[src/rtl/if_fetch_unit_if.sv]
// Instruction-memory request bus between the fetch unit (master) and instruction memory (slave).
// A transfer completes on the rising edge where imem_req and imem_ack are both high.
interface if_fetch_unit_if #(
  parameter int unsigned WORD_WIDTH = 32
);

  logic                  imem_req;
  logic [WORD_WIDTH-1:0] imem_addr;
  logic                  imem_ack;
  logic [WORD_WIDTH-1:0] imem_rdata;

  modport master (
    output imem_req,
    output imem_addr,
    input  imem_ack,
    input  imem_rdata
  );

  modport slave (
    input  imem_req,
    input  imem_addr,
    output imem_ack,
    output imem_rdata
  );

endinterface

[src/rtl/if_fetch_unit.sv]
// Instruction fetch stage: owns the fetch PC, runs the imem req/ack handshake and buffers
// returned words in a prefetch FIFO that feeds decode; taken branches flush and redirect.
module if_fetch_unit #(
  parameter int unsigned WORD_WIDTH = 32,
  parameter int unsigned FIFO_DEPTH = 4
) (
  input  logic                  clk,
  input  logic                  rst,
  input  logic                  Freeze,
  input  logic                  branch_taken,
  input  logic [WORD_WIDTH-1:0] branch_address,
  if_fetch_unit_if.master       mem,
  output logic                  valid_out,
  output logic [WORD_WIDTH-1:0] PC_out,
  output logic [WORD_WIDTH-1:0] instruction_out
);

  localparam int unsigned PTR_W = (FIFO_DEPTH > 1) ? $clog2(FIFO_DEPTH) : 1;
  localparam int unsigned CNT_W = PTR_W + 1;
  localparam logic [CNT_W-1:0]      CNT_FULL = CNT_W'(FIFO_DEPTH);
  localparam logic [WORD_WIDTH-1:0] PC_STEP  = WORD_WIDTH'(4);
  localparam logic [WORD_WIDTH-1:0] ALIGN_MASK = ~WORD_WIDTH'(3);

  // ST_DROP: a request issued before a branch is still outstanding; its data must be discarded.
  typedef enum logic {
    ST_FETCH = 1'b0,
    ST_DROP  = 1'b1
  } state_t;

  typedef struct packed {
    logic [WORD_WIDTH-1:0] pc;
    logic [WORD_WIDTH-1:0] word;
  } entry_t;

  state_t                state, state_n;
  logic [WORD_WIDTH-1:0] fetch_pc, fetch_pc_n;
  logic [WORD_WIDTH-1:0] target_pc, target_pc_n;
  logic [PTR_W-1:0]      rd_ptr, rd_ptr_n;
  logic [PTR_W-1:0]      wr_ptr, wr_ptr_n;
  logic [CNT_W-1:0]      count, count_n;
  logic                  req_q, req_n;
  logic                  valid_n;
  entry_t                head_q, head_n;
  entry_t                push_entry;
  entry_t                fifo_mem [FIFO_DEPTH];
  logic                  ack_acc;
  logic                  push;
  logic                  pop;
  logic [WORD_WIDTH-1:0] branch_tgt;

  assign mem.imem_req  = req_q;
  assign mem.imem_addr = fetch_pc;

  assign PC_out          = head_q.pc;
  assign instruction_out = head_q.word;

  // Next-state: branch flush/redirect, drop handling, FIFO push/pop and next head entry.
  always_comb begin
    state_n     = state;
    fetch_pc_n  = fetch_pc;
    target_pc_n = target_pc;
    rd_ptr_n    = rd_ptr;
    wr_ptr_n    = wr_ptr;
    count_n     = count;
    push        = 1'b0;
    pop         = 1'b0;
    ack_acc     = req_q & mem.imem_ack;
    branch_tgt  = branch_address & ALIGN_MASK;
    push_entry  = '{pc: fetch_pc + PC_STEP, word: mem.imem_rdata};

    if (branch_taken) begin
      rd_ptr_n = '0;
      wr_ptr_n = '0;
      count_n  = '0;
      if (ack_acc || !req_q) begin
        fetch_pc_n = branch_tgt;
        state_n    = ST_FETCH;
      end else begin
        // Keep the pending address stable; redirect once its ack arrives.
        target_pc_n = branch_tgt;
        state_n     = ST_DROP;
      end
    end else begin
      pop = valid_out & ~Freeze;
      unique case (state)
        ST_DROP: begin
          if (ack_acc) begin
            fetch_pc_n = target_pc;
            state_n    = ST_FETCH;
          end
        end
        default: begin
          if (ack_acc) begin
            push       = 1'b1;
            fetch_pc_n = fetch_pc + PC_STEP;
          end
        end
      endcase
      if (push) wr_ptr_n = wr_ptr + PTR_W'(1);
      if (pop)  rd_ptr_n = rd_ptr + PTR_W'(1);
      unique case ({push, pop})
        2'b10:   count_n = count + CNT_W'(1);
        2'b01:   count_n = count - CNT_W'(1);
        default: count_n = count;
      endcase
    end

    req_n   = (state_n == ST_DROP) | (count_n < CNT_FULL);
    valid_n = (count_n != '0);

    // A word pushed into an otherwise-empty FIFO becomes the head without a storage round trip.
    if (!valid_n) begin
      head_n = '0;
    end else if (push && (wr_ptr == rd_ptr_n)) begin
      head_n = push_entry;
    end else begin
      head_n = fifo_mem[rd_ptr_n];
    end
  end

  // State register.
  always_ff @(posedge clk or posedge rst) begin
    if (rst) begin
      state     <= ST_FETCH;
      fetch_pc  <= '0;
      target_pc <= '0;
      rd_ptr    <= '0;
      wr_ptr    <= '0;
      count     <= '0;
      req_q     <= 1'b1;
      valid_out <= 1'b0;
      head_q    <= '0;
    end else begin
      state     <= state_n;
      fetch_pc  <= fetch_pc_n;
      target_pc <= target_pc_n;
      rd_ptr    <= rd_ptr_n;
      wr_ptr    <= wr_ptr_n;
      count     <= count_n;
      req_q     <= req_n;
      valid_out <= valid_n;
      head_q    <= head_n;
    end
  end

  // Prefetch storage; entries are only read after being written, so no reset is needed.
  always_ff @(posedge clk) begin
    if (push) fifo_mem[wr_ptr] <= push_entry;
  end

endmodule

[src/flat_wrapper.sv]
// flat-port wrapper written by rule: the top's interface ports become plain ports
module if_fetch_unit_flat 
#(
  parameter int unsigned WORD_WIDTH = 32,
  parameter int unsigned FIFO_DEPTH = 4
)
  (clk, rst, Freeze, branch_taken, branch_address, valid_out, PC_out, instruction_out, mem_imem_req, mem_imem_addr, mem_imem_ack, mem_imem_rdata);
  if_fetch_unit_if #(.WORD_WIDTH(WORD_WIDTH)) mem_i ();
  input  logic clk;
  input  logic rst;
  input  logic Freeze;
  input  logic branch_taken;
  input  logic [WORD_WIDTH-1:0] branch_address;
  output logic valid_out;
  output logic [WORD_WIDTH-1:0] PC_out;
  output logic [WORD_WIDTH-1:0] instruction_out;
  output wire logic [$bits(mem_i.imem_req)-1:0] mem_imem_req;
  output wire logic [$bits(mem_i.imem_addr)-1:0] mem_imem_addr;
  input wire logic [$bits(mem_i.imem_ack)-1:0] mem_imem_ack;
  input wire logic [$bits(mem_i.imem_rdata)-1:0] mem_imem_rdata;
  assign mem_imem_req = mem_i.imem_req;
  assign mem_imem_addr = mem_i.imem_addr;
  assign mem_i.imem_ack = mem_imem_ack;
  assign mem_i.imem_rdata = mem_imem_rdata;
  if_fetch_unit #(.WORD_WIDTH(WORD_WIDTH), .FIFO_DEPTH(FIFO_DEPTH)) u_core (.clk(clk), .rst(rst), .Freeze(Freeze), .branch_taken(branch_taken), .branch_address(branch_address), .mem(mem_i), .valid_out(valid_out), .PC_out(PC_out), .instruction_out(instruction_out));
endmodule
[config.mk]
export PLATFORM = sky130hd
export DESIGN_NAME = if_fetch_unit_flat
export DESIGN_NICKNAME = d
export VERILOG_FILES = /design/src/rtl/if_fetch_unit_if.sv /design/src/rtl/if_fetch_unit.sv /design/src/flat_wrapper.sv
export SDC_FILE = /design/constraint.sdc
export NUM_CORES = 1
export LEC_CHECK = 0
export BUFFER_PORTS_ARGS = -buffer_cell sky130_fd_sc_hd__buf_2
export CAP_MARGIN = 10
export CORE_UTILIZATION = 53
export CTS_CLUSTER_DIAMETER = 60
export DETAILED_ROUTE_END_ITERATION = 16
export PLACE_DENSITY = 0.79
export SLEW_MARGIN = 25
export SYNTH_ARGS = -nofsm -noshare
export SYNTH_HDL_FRONTEND = slang
export SYNTH_SLANG_ARGS = --single-unit
[constraint.sdc]
create_clock -name clk -period 4.2 [get_ports clk]
set_input_delay 0.42 -clock clk [delete_from_list [all_inputs] [get_ports clk]]
set_output_delay 0.42 -clock clk [all_outputs]
set_load 0.02 [all_outputs]
* After elaboration in Yosys (flattened, before gate mapping)
Memory sizes are Yosys's and may differ from the RTL's.
Index checks and enable logic that the tools add are counted.
** Storage, ports and cells
- Bits in registers :: 136
- Memory bits (writable) :: 256
- Input port bits :: 69
- Output and inout port bits :: 98
- Memories :: 1
** Cells by class
- Add/subtract/negate cells :: 5
- $lt $le $gt $ge :: 1
- Equal/unequal tests :: 4
- Mux-type cells :: 23
- Bitwise operators :: 5
- Reduce and logical (&&, ||, !) cells :: 8
** Memories
- u_core.fifo_mem :: depth 4, width 64, read ports 1, clocked after memory_dff 0, write ports 1, RTL line if_fetch_unit.sv:45 : entry_t fifo_mem [FIFO_DEPTH];
** Operators with widths (number)
- 32-bit two-way mux :: 5
- 64-bit two-way mux :: 2
- 32-bit by 3-bit adder with 32-bit output, second input constant :: 1
- 1-bit two-way mux :: 10
- 2-bit two-way mux :: 4
- 3-bit one-hot mux with 2 select lines :: 1
- 2-bit by 1-bit adder with 2-bit output, second input constant :: 2
- 2-bit AND reduction :: 2
- 2-bit nonzero test :: 2
- 3-bit by 1-bit adder with 3-bit output, second input constant :: 1
- 3-bit < comparator, second input constant :: 1
- 3-bit two-way mux :: 1
- 3-bit nonzero test :: 1
- 3-bit by 1-bit subtractor with 3-bit output, second input constant :: 1
- 1-bit bitwise AND :: 2
- 2-bit by 1-bit == test with 1-bit output, second input constant :: 1
- 2-bit == test :: 1
- 2-bit == test, second input constant :: 1
- 2-bit by 1-bit != test with 1-bit output, second input constant :: 1
- 1-bit inverter :: 2
- 1-bit logical AND :: 1
- 1-bit logical NOT :: 1
- 1-bit logical OR :: 1
- 1-bit OR :: 1

* Longest topological paths before layout
Gate-level depths: netlist of run 1.
- Depth after elaboration :: 9
- Depth in mapped cells :: 11
- Depth with buffers taken out :: 10

* Worst setup path after synthesis of run 1
Ideal clock, no wire load.
- Path kind :: reg2reg
- Start point :: reg u_core.req_q (netlist: u_core.mem.imem_req)
- End point :: mem u_core.fifo_mem[1][0] in the netlist's numbering, enable pin
- Arrival :: 3.071 ns
- Required time :: 3.774 ns
- Setup slack :: 0.702 ns
- Cell stages (with the launch flop) :: 6
- Cell sequence :: dfstp_2 > nand2_1 > nor3_1 > clkbuf_1 > clkbuf_1 > and2_1
** On the way
- Cells in the longest elaborated chain, start to end :: 7
** Ends and longest elaborated chain
- from (decl) :: RTL line if_fetch_unit.sv:41 : logic req_q, req_n;
- from (signal assigned) :: RTL line if_fetch_unit.sv:140 : req_q <= req_n;
- 1-bit bitwise AND :: RTL line if_fetch_unit.sv:67 : ack_acc = req_q & mem.imem_ack;
- 1-bit two-way mux :: RTL line if_fetch_unit.sv:93 : if (ack_acc) begin
- 1-bit two-way mux :: RTL line if_fetch_unit.sv:85 : unique case (state)
- 1-bit two-way mux (2 in series) :: RTL line if_fetch_unit.sv:71 : if (branch_taken) begin
- 1-bit two-way mux :: RTL line if_fetch_unit.sv:148 : if (push) fifo_mem[wr_ptr] <= push_entry;
- 1-bit two-way mux (implied by the code) :: RTL line if_fetch_unit.sv:148
- to (decl) :: RTL line if_fetch_unit.sv:45
No other way between the ends. The select of a mux whose other input is x is not followed.

==> impl_metrics.py, run 1 <==
metrics = {
    "run_status": {
        "outcome": "finished clean",
    },
    "cts": {
        "cts_root_buf": "clkbuf_16",
        "cts_resized": 0,
        "clk_latency_ns": 0.54,
        "clkSlewWorstSetupHoldPaths_ns": 0.06,
        "clockBufferDepth": 3,
        "holdBufCountCts": 0,
        "cts_buffers": 38,
        "clock_sinks": 381,
        "post_cts_buffers": 0,
        "htreeDepth": 2,
        "tritoncts": "yes",
    },
    "logic_synthesis": {
        "syn_avg_cell_area_um2": 15.2,
        "ys.flop_type": "edfxtp_1",
        "syn-instance-count": 1061,
        "synthDistinctLibCells": 62,
        "ys_ff_latch": 381,
        "synth_area_um2": 16200,
        "ys_top_cells_by_area": "edfxtp_1, dfrtp_1, mux4_2",
        "ys_seq_area_frac": 0.666,
        "ys_async_sr_fraction": 0.349,
        "synth_top_area_frac": 0.460,
        "synth-edff-count": 248,
        "yosys_warnings": 0,
        "yosysTopAreaCell": "edfxtp_1",
    },
    "sta": {
        "rsz0062_at_grt": "false",
        "fin_crit_sh": 0.834,
        "fin_skew_ns": 0.0195,
        "hold_viol": 0,
        "tns_ns": 0,
        "min_period_ns": 3.50,
        "maxSlewHeadroom": 0.386,
        "maxSlewViolCount": 0,
        "worst_pin_slew_ns": 0.921,
        "fmax_mhz": 285,
        "setup_viol": 0,
    },
    "power": {
        "p_per_area_nw_per_um2": 616,
        "finalPower_mw": 11.5,
        "ir_drop_uv": 477,
        "leakage_nw": 7.03,
    },
    "placed_design": {
        "numPortBuffers": 162,
        "post_dp_cell_area_um2": 17400,
        "dp_hpwl_mm": 23.4,
        "place_congestion": 0.794,
    },
    "die": {
        "core.rowCount": 63,
        "core_um2": 29900,
        "ioPinCount": 167,
        "die_w_um": 177,
        "die-area_um2": 31200,
        "start_util": 0.542,
        "fp.dieH_um": 177,
    },
    "cells_and_area": {
        "area_delta_synth_final_pct": 15.4,
        "fin_area_um2": 18700,
        "nNetsFinal": 1283,
        "multi_input_area_um2": 4990,
        "fill_cells": 2094,
        "layout-drive-gt1-share": 0.307,
        "final_util": 0.625,
        "seq_area_um2": 10800,
    },
    "drt": {
        "ant_nets": 0,
        "avgViaCountPerCell": 6.43,
        "routed_wl_mm": 39.3,
        "wl_per_cell_um": 24.2,
        "drcViolationCount": 0,
        "initialDrtViolationCount": 1123,
        "dr.pass1.iters": 5,
        "vias": 10467,
    },
    "global_routing": {
        "gr-total-overflow": 0,
        "grt_max_degree": 108,
        "grt_pass1_vias": 10702,
        "grt_pass1_wl_mm": 61.1,
        "antenna_found_initial": 1,
        "grtUsageTotal": 0.259,
    },
    "setup_path": {
        "cp_max_fo": 43,
        "critPathLaunchType": "flop",
        "worstSetupEndpointType": "flop",
        "cp.arrival_ns": 3.94,
        "critPathKind": "reg -> reg",
        "crit_required_ns": 4.64,
    },
    "min_path": {
        "hp-class": "in -> async",
    },
    "flow_run": {
        "cap_violations": 0,
    },
}
-- Yosys cell counts, types with 3 or more instances --
| cell | n |
|---|---|
| edfxtp_1 | 248 |
| dfrtp_1 | 132 |
| a21oi_1 | 92 |
| o31ai_1 | 68 |
| mux4_2 | 62 |
| nand4_1 | 62 |
| clkbuf_1 | 52 |
| mux2_2 | 30 |
| nor2_1 | 29 |
| buf_2 | 22 |
| nand2_1 | 22 |
| nand3_1 | 15 |
| o2111ai_1 | 14 |
| o22ai_1 | 14 |
| inv_1 | 13 |
| mux2i_1 | 13 |
| or2_2 | 13 |
| xnor2_1 | 13 |
| and4_1 | 11 |
| nor3_1 | 11 |
| o21ai_0 | 11 |
| and2_1 | 7 |
| and3_1 | 7 |
| nand2b_1 | 7 |
| nor4_1 | 7 |
| a31oi_1 | 6 |
| buf_6 | 6 |
| ha_1 | 6 |
| o211ai_1 | 6 |
| o21a_1 | 5 |
| o31a_1 | 5 |
| xor2_1 | 5 |
| buf_4 | 4 |
| a21boi_0 | 3 |
| buf_1 | 3 |
| o21bai_1 | 3 |
| o221ai_1 | 3 |
-- registers in the layout, indices dropped and copies added, names as in the netlist, 2 cells and up --
signal	flops
u_core.mem.imem_addr	30
u_core.instruction_out	32
u_core.PC_out	31
u_core.wr_ptr	2
u_core.target_pc	30
u_core.rd_ptr	2
u_core.count	3
u_core.fifo_mem	248
-- area by class of cell --
type | instances | area share
Tap cell | 390 | 0.0261
Timing Repair Buffer | 193 | 0.0586
Multi-Input combinational cell | 578 | 0.267
Sequential cell | 381 | 0.577
Clock buffer | 54 | 0.0574
Antenna cell | 1 | 0.000134
Clock inverter | 16 | 0.00938
Inverter | 15 | 0.00355
-- per-layer routing --
| layer | track usage | vias up | routed length (µm) |
|---|---|---|---|
| met1 | 0.352 | 5322 | 15500 |
| li1 | - | 4522 | - |
| met2 | 0.435 | 565 | 19700 |
| met3 | 0.0378 | 58 | 3340 |
| met5 | 0 | - | 0 |
| met4 | 0.0747 | 0 | 805 |
-- cells by family after synthesis --
logic type,share of synthesized area
compound gates,0.0951
xor+xnor,0.0135
fa+ha+maj,0.00588
buf+inv,0.0299
flops,0.666
mux,0.117
other cells,0.000232
simple gates,0.0728
-- power breakdown --
part / switching, mW / internal, mW / leakage, nW
clock: 1.40 / 1.98 / 0.614
combinational: 2.06 / 1.05 / 2.51
sequential: 0.348 / 4.66 / 3.91
-- cell usage in the layout (no fill, tap or decap), types with 7 or more instances in the layout --
cell type,n
mux2_2,30
a21oi_1,92
o21ai_0,10
or2_2,13
o22ai_1,14
nand2_1,22
nor2_1,29
clkbuf_1,11
o31ai_1,68
dfrtp_1,132
nand4_1,62
mux4_2,62
and3_1,7
clkinv_2,8
nand2b_1,7
buf_4,27
xnor2_1,12
nand3_1,14
buf_2,162
nor4_1,7
edfxtp_1,248
mux2i_1,12
clkbuf_16,39
and4_1,11
o2111ai_1,14
inv_1,12
nor3_1,9
-- final timing paths --
path                                startpoint                   endpoint  slack, ns  depth (start not counted)
setup / recovery           u_core.mem.imem_req  u_core.instruction_out[4]       0.70                         11
hold reg to reg            u_core.target_pc[8]        u_core.target_pc[8]       0.50                          1
hold / removal                             rst           u_core.PC_out[2]       0.04                          2
setup reg to reg           u_core.mem.imem_req  u_core.instruction_out[4]       0.70                         11
max in group asynchronous                  rst  u_core.instruction_out[2]       3.25                          3
min in group clk            mem_imem_rdata[19]     u_core.fifo_mem[3][19]       0.12                          1
-- critical path, stage by stage, from the launching register on --
cell and delay, ns:
dfstp_2 0.60, nand2_1 0.18, nor2_1 0.35, inv_1 0.11
ha_1 0.24, fa_1 0.45, xnor2_1 0.15, or3_1 0.31
a21oi_1 0.38, nor3_2 0.09, buf_4 0.30, a21oi_1 0.22
-- per-stage QoR --
stage          hold slack [ns]  instances  worst slack [ns]
4_1_cts                  0.102       1627             0.784
2_1_floorplan            0.470       1063             0.227
3_5_place_dp             0.486       1557             0.788
3_3_place_gp             0.478       1557             0.929
6_report                0.0410       1628             0.695
5_1_grt                  0.107       1628             0.501
Note: power is estimated with default switching activity, not from simulation.
==> run 2, diff against run 1 <==
Settings changed: CORE_UTILIZATION 53 to 59, PLACE_DENSITY 0.79 to 0.83.
Clock period 4.2 ns to 3.55 ns, I/O delays scaled along.
==> run 2 against run 1 <==
Critical path depth is the same. Clock-buffer cell count grew 1. Global-route usage grew 1.8 points. Fmax grew 5.5%. Design area shrank 0.17%. Cell count shrank 2.8%. Worst hold slack gained 0.023 ns. Critical path type unchanged.
==> impl_metrics.py, run 2 (same netlist as run 1, synthesis figures left out) <==
metrics = {
    "drt": {
        "routed_wl_mm": 38.4,
        "vias": 10561,
        "wl_per_cell_um": 24.2,
        "drcViolationCount": 0,
        "initialDrtViolationCount": 1053,
        "avgViaCountPerCell": 6.68,
        "dr.pass1.iters": 5,
        "ant_nets": 0,
    },
    "sta": {
        "hold_viol": 0,
        "maxSlewHeadroom": 0.318,
        "fin_crit_sh": 0.936,
        "fin_skew_ns": 0.0167,
        "tns_ns": 0,
        "worst_pin_slew_ns": 1.02,
        "rsz0062_at_grt": "false",
        "fmax_mhz": 301,
        "maxSlewViolCount": 0,
        "setup_viol": 0,
        "min_period_ns": 3.32,
    },
    "setup_path": {
        "r2r-start": "u_core.mem.imem_req",
        "slowest_stage": "dfstp_2",
        "critPathKind": "reg -> reg",
        "critPathBufInv": 2,
        "r2r_slack_ns": 0.23,
        "path_common_cell": "a21oi_1",
        "max_stage_delay_ns": 0.60,
        "worstSetupEndpointType": "flop",
        "critical_path.startpoint": "u_core.mem.imem_req",
        "cp_top_family": "simple AND/OR/NAND/NOR gates",
        "crit_required_ns": 3.97,
        "cp_max_fo": 50,
        "cp.arrival_ns": 3.75,
        "critPathLaunchType": "flop",
        "crit_chain": "nand2_1, nor2_2, inv_1, ha_1, fa_1, xnor2_1, or3_1, a21oi_1, nor3_2, buf_12, a21oi_1",
    },
    "placed_design": {
        "dp_hpwl_mm": 22.5,
        "place_congestion": 0.851,
        "numPortBuffers": 162,
    },
    "global_routing": {
        "grt_pass1_vias": 10390,
        "grt_max_degree": 64,
        "antenna_found_initial": 0,
        "grt_pass1_wl_mm": 59.2,
        "gr-total-overflow": 0,
        "grtUsageTotal": 0.277,
    },
    "cells_and_area": {
        "layout-drive-gt1-share": 0.305,
        "area_delta_synth_final_pct": 15.2,
        "regMostFlops": "u_core.fifo_mem",
        "fill_cells": 1787,
        "final_cell_mix": "edfxtp_1, buf_2, dfrtp_1, a21oi_1, o31ai_1",
        "insertedDiodeCount": 0,
        "largest_reg_flops": 248,
        "nNetsFinal": 1288,
        "mostFrequentLayoutCell": "edfxtp_1",
    },
    "cts": {
        "clockBufferDepth": 3,
        "cts_root_buf": "clkbuf_16",
        "clkSlewWorstSetupHoldPaths_ns": 0.06,
        "cts_buffers": 39,
        "clk_latency_ns": 0.53,
        "post_cts_buffers": 0,
        "clock_sinks": 381,
        "tritoncts": "yes",
        "htreeDepth": 2,
    },
    "die": {
        "fp.dieH_um": 168,
        "ioPinCount": 167,
        "die_w_um": 168,
        "core_um2": 27000,
        "core.rowCount": 60,
        "start_util": 0.600,
        "die-area_um2": 28100,
    },
    "power": {
        "finalPower_mw": 13.6,
        "ir_drop_uv": 436,
        "leakage_nw": 7.05,
        "p_per_area_nw_per_um2": 731,
    },
    "min_path": {
        "min_from": "mem_imem_rdata[28]",
        "hp-class": "in -> reg",
    },
    "run_status": {
        "outcome": "finished clean",
    },
    "flow_run": {
        "cap_violations": 0,
    },
}
-- run 2: path summary, 6_finish.rpt --
path,cells past startpoint,endpoint
setup / recovery,11,u_core.instruction_out[16]
hold / removal,1,u_core.fifo_mem[3][28]
setup reg to reg,11,u_core.instruction_out[16]
hold reg to reg,1,u_core.target_pc[8]
max in group asynchronous,4,u_core.target_pc[30]
min in group asynchronous,3,u_core.mem.imem_addr[4]
-- run 2: stage by stage --
step	area, µm²	cells	util	hold WS (ns)	setup WS (ns)
floorplan	16200	1063	-	0.454	0.0523
global placement	17400	1511	0.645	0.478	0.445
detailed placement	17400	1511	0.645	0.481	0.263
CTS	18600	1582	0.691	0.0467	0.194
global route	18600	1582	0.691	0.0607	0.109
finish	18600	1582	0.691	0.0643	0.227
-- run 2: where the power goes --
group / total, mW / internal (mW) / switching, mW
combinational: 3.69 / 1.27 / 2.42
sequential: 5.94 / 5.51 / 0.435
clock: 3.98 / 2.37 / 1.61
total: 13.6 / 9.15 / 4.46
-- run 2: final cells by class --
| cell class | instances | area [µm²] | area share |
|---|---|---|---|
| Sequential cell | 381 | 10800 | 0.578 |
| Multi-Input combinational cell | 578 | 5000 | 0.268 |
| Timing Repair Buffer | 197 | 1130 | 0.0604 |
| Clock buffer | 55 | 1100 | 0.0589 |
| Tap cell | 341 | 427 | 0.0229 |
| Clock inverter | 15 | 149 | 0.00799 |
| Inverter | 15 | 62.6 | 0.00336 |
-- run 2: worst reg2reg max path, delay by kind of cell, from the launching register on --
kind | cells | cell delay [ns]
AOI/OAI and AO/OA | 2 | 0.56
xor gates and xnor gates | 1 | 0.16
adders and majority gates | 2 | 0.73
buffers and inverters | 2 | 0.33
DFF | 1 | 0.60
and+or+nand+nor | 4 | 0.84
-- run 2: layer usage --
metal | vias up | routed length [µm] | track usage
met5 | - | 0 | 0
met4 | 0 | 946 | 0.0913
met3 | 76 | 3250 | 0.0433
met2 | 640 | 19300 | 0.469
met1 | 5322 | 14900 | 0.370
li1 | 4523 | - | -
-- run 2: timing repair --
| item | 4_1_cts | 5_1_grt |
|---|---|---|
| gates resized for setup | 0 | 1 |
| hold buffers | 1 | 0 |
| endpoints found under the setup margin | 0 | 4 |
| endpoints found under the hold margin | 23 | 0 |
==> run 3, diff against run 2 <==
Settings changed: ABC_AREA set to 1, CORE_UTILIZATION 59 to 60, PLACE_DENSITY 0.83 to 0.84.
==> run 3 against run 2 <==
Fmax increased by 16%. Clock power increased by 1%. Combinational power increased by 11%. Non-clock buffer count increased by 1. Design area increased by 8.0%. Clock-buffer cell count decreased by 4. Die area increased by 7.3%. Global-route usage increased by 2.6 points. Largest power group unchanged. Clock skew increased by 0.014 ns. Power increased by 3.3%.
==> impl_metrics.py, run 3 <==
metrics = {
    "cells_and_area": {
        "final_util": 0.698,
        "insertedDiodeCount": 0,
        "largest_reg_flops": 248,
        "layout-drive-gt1-share": 0.136,
        "final_cell_mix": "nand2_1, inv_1, edfxtp_1, nor2_1, nand3_1",
        "nNetsFinal": 2164,
        "mostFrequentLayoutCell": "nand2_1",
        "stdcell_count": 2502,
        "regMostFlops": "u_core.fifo_mem",
        "area_delta_synth_final_pct": 13.9,
    },
    "logic_synthesis": {
        "yosysTopAreaCell": "edfxtp_1",
        "synth-edff-count": 248,
        "yosys_warnings": 0,
        "synth.most_common_cell": "nand2_1",
        "ys_ff_latch": 381,
        "netlist_top_cells_count": "nand2_1, inv_1, edfxtp_1, nor2_1, nand3_1",
        "ys_top_cells_by_area": "edfxtp_1, dfrtp_1, nand2_1",
        "ys.flop_type": "edfxtp_1",
        "ys_async_sr_fraction": 0.349,
        "syn-instance-count": 1953,
        "synthDistinctLibCells": 35,
        "syn_avg_cell_area_um2": 9.05,
        "synth_area_um2": 17700,
        "ys_seq_area_frac": 0.610,
        "synth_top_area_frac": 0.421,
    },
    "power": {
        "internal_power_mw": 9.02,
        "p_sw_frac": 0.359,
        "power_frac_seq": 0.424,
        "leakage_nw": 9.50,
        "clkPwrFrac": 0.286,
        "power.switching_mw": 5.04,
        "power_frac_comb": 0.290,
        "p_per_area_nw_per_um2": 699,
        "ir_drop_uv": 458,
    },
    "die": {
        "core_um2": 28900,
        "ioPinCount": 167,
        "die-area_um2": 30100,
        "die_w_um": 174,
        "core.rowCount": 62,
        "fp.dieH_um": 174,
        "start_util": 0.612,
    },
    "global_routing": {
        "gr-total-overflow": 0,
        "antenna_found_initial": 0,
        "grt_pass1_wl_mm": 71.4,
        "grt_max_degree": 69,
        "grtUsageTotal": 0.303,
        "grt_pass1_vias": 14118,
    },
    "sta": {
        "rsz0062_at_grt": "false",
        "maxSlewViolCount": 0,
        "setup_viol": 0,
        "fin_skew_ns": 0.0304,
        "min_period_ns": 2.88,
        "maxSlewHeadroom": 0.354,
        "whs_ns": 0.0400,
        "tns_ns": 0,
        "setup_ws_ns": 0.674,
        "hold_viol": 0,
        "fin_crit_sh": 0.810,
        "worst_pin_slew_ns": 0.962,
        "fmax_mhz": 348,
    },
    "min_path": {
        "hp-class": "in -> reg",
    },
    "cts": {
        "holdBufCountCts": 1,
        "clock_sinks": 381,
        "tritoncts": "yes",
        "clockBufferDepth": 3,
        "cts_root_buf": "clkbuf_16",
        "cts_buffers": 40,
        "htreeDepth": 2,
        "clk_latency_ns": 0.55,
        "clkSlewWorstSetupHoldPaths_ns": 0.07,
        "cts_resized": 0,
        "post_cts_buffers": 0,
    },
    "placed_design": {
        "place_congestion": 0.856,
        "dp.cells": 2429,
        "numPortBuffers": 162,
        "dp_slack_ns": 0.646,
        "dp_hpwl_mm": 26.2,
    },
    "run_status": {
        "outcome": "finished clean",
    },
    "setup_path": {
        "critPathKind": "reg -> reg",
        "worstSetupEndpointType": "flop",
        "cp_max_fo": 63,
        "cp.arrival_ns": 3.34,
        "crit_required_ns": 4.02,
        "critPathLaunchType": "flop",
    },
    "drt": {
        "initialDrtViolationCount": 1576,
        "ant_nets": 0,
        "wl_per_cell_um": 18.1,
        "vias": 14303,
        "drcViolationCount": 0,
        "dr.pass1.iters": 8,
        "avgViaCountPerCell": 5.72,
        "routed_wl_mm": 45.4,
    },
    "flow_run": {
        "cap_violations": 0,
    },
}
[run 3: cell type report]
cell class | count | area, µm²
inverters | 294 | 1110
repair buffers | 198 | 1150
well taps | 384 | 480
flip-flops and latches | 381 | 10800
clock buffers | 51 | 1050
multi-input cells | 1173 | 5370
clock inverters | 21 | 203
fillers | 2021 | 8730
[run 3: worst paths after layout]
| kind | from | to | slack, ns | cells after the start |
|---|---|---|---|---|
| max in group asynchronous | rst | u_core.instruction_out[19] | 2.11 | 4 |
| max | u_core.mem.imem_req | u_core.PC_out[18] | 0.67 | 14 |
| min in group asynchronous | rst | u_core.target_pc[3] | 0.47 | 3 |
| min | mem_imem_rdata[0] | u_core.fifo_mem[0][0] | 0.04 | 1 |
| max reg2reg | u_core.mem.imem_req | u_core.PC_out[18] | 0.67 | 14 |
| min reg2reg | u_core.target_pc[29] | u_core.target_pc[29] | 0.49 | 2 |
[run 3: cell families (layout without fill, tap and decap cells)]
group	Yosys count	count (layout)	share of synthesized area
other cells	1	3	0.000212
fa+ha+maj	7	7	0.00538
mux	3	3	0.00191
compound gates	115	115	0.0338
flops	381	381	0.610
xor+xnor	7	7	0.00347
buf+inv	401	564	0.0897
simple gates	1038	1038	0.256
[run 3: worst max-delay path, cell delays in order, from the launching register on]
cell      delay, ns
dfstp_2        0.55
nand2_1        0.12
inv_1          0.13
nand2_1        0.10
ha_1           0.24
fa_1           0.44
nand2_1        0.07
nand2_1        0.05
nor2_1         0.12
or2_2          0.13
nand3_1        0.08
nand3b_1       0.17
buf_12         0.33
nand2_1        0.11
nor2_1         0.17
[run 3: routing by layer]
layer  part of all wire  global-route usage
met5                  0                   0
met2               0.48               0.501
met3               0.12              0.0575
met1               0.37               0.396
met4              0.027               0.123
[run 3: through the flow]
step,total power [mW],area [µm²]
after detailed placement,10.0,18900
after CTS,14.0,20100
after floorplan,8.61,17700
after global placement,9.83,18900
final,14.1,20100
after global routing,14.7,20100
[run 3: power groups by stage]
stage / clock (mW) / combinational, mW / sequential, mW
5_1_grt: 4.24 / 4.46 / 6.00
6_report: 4.02 / 4.08 / 5.96
3_3_place_gp: 0 / 3.84 / 5.99
3_5_place_dp: 0 / 3.99 / 6.01
2_1_floorplan: 0 / 2.23 / 6.38
4_1_cts: 4.05 / 4.04 / 5.94
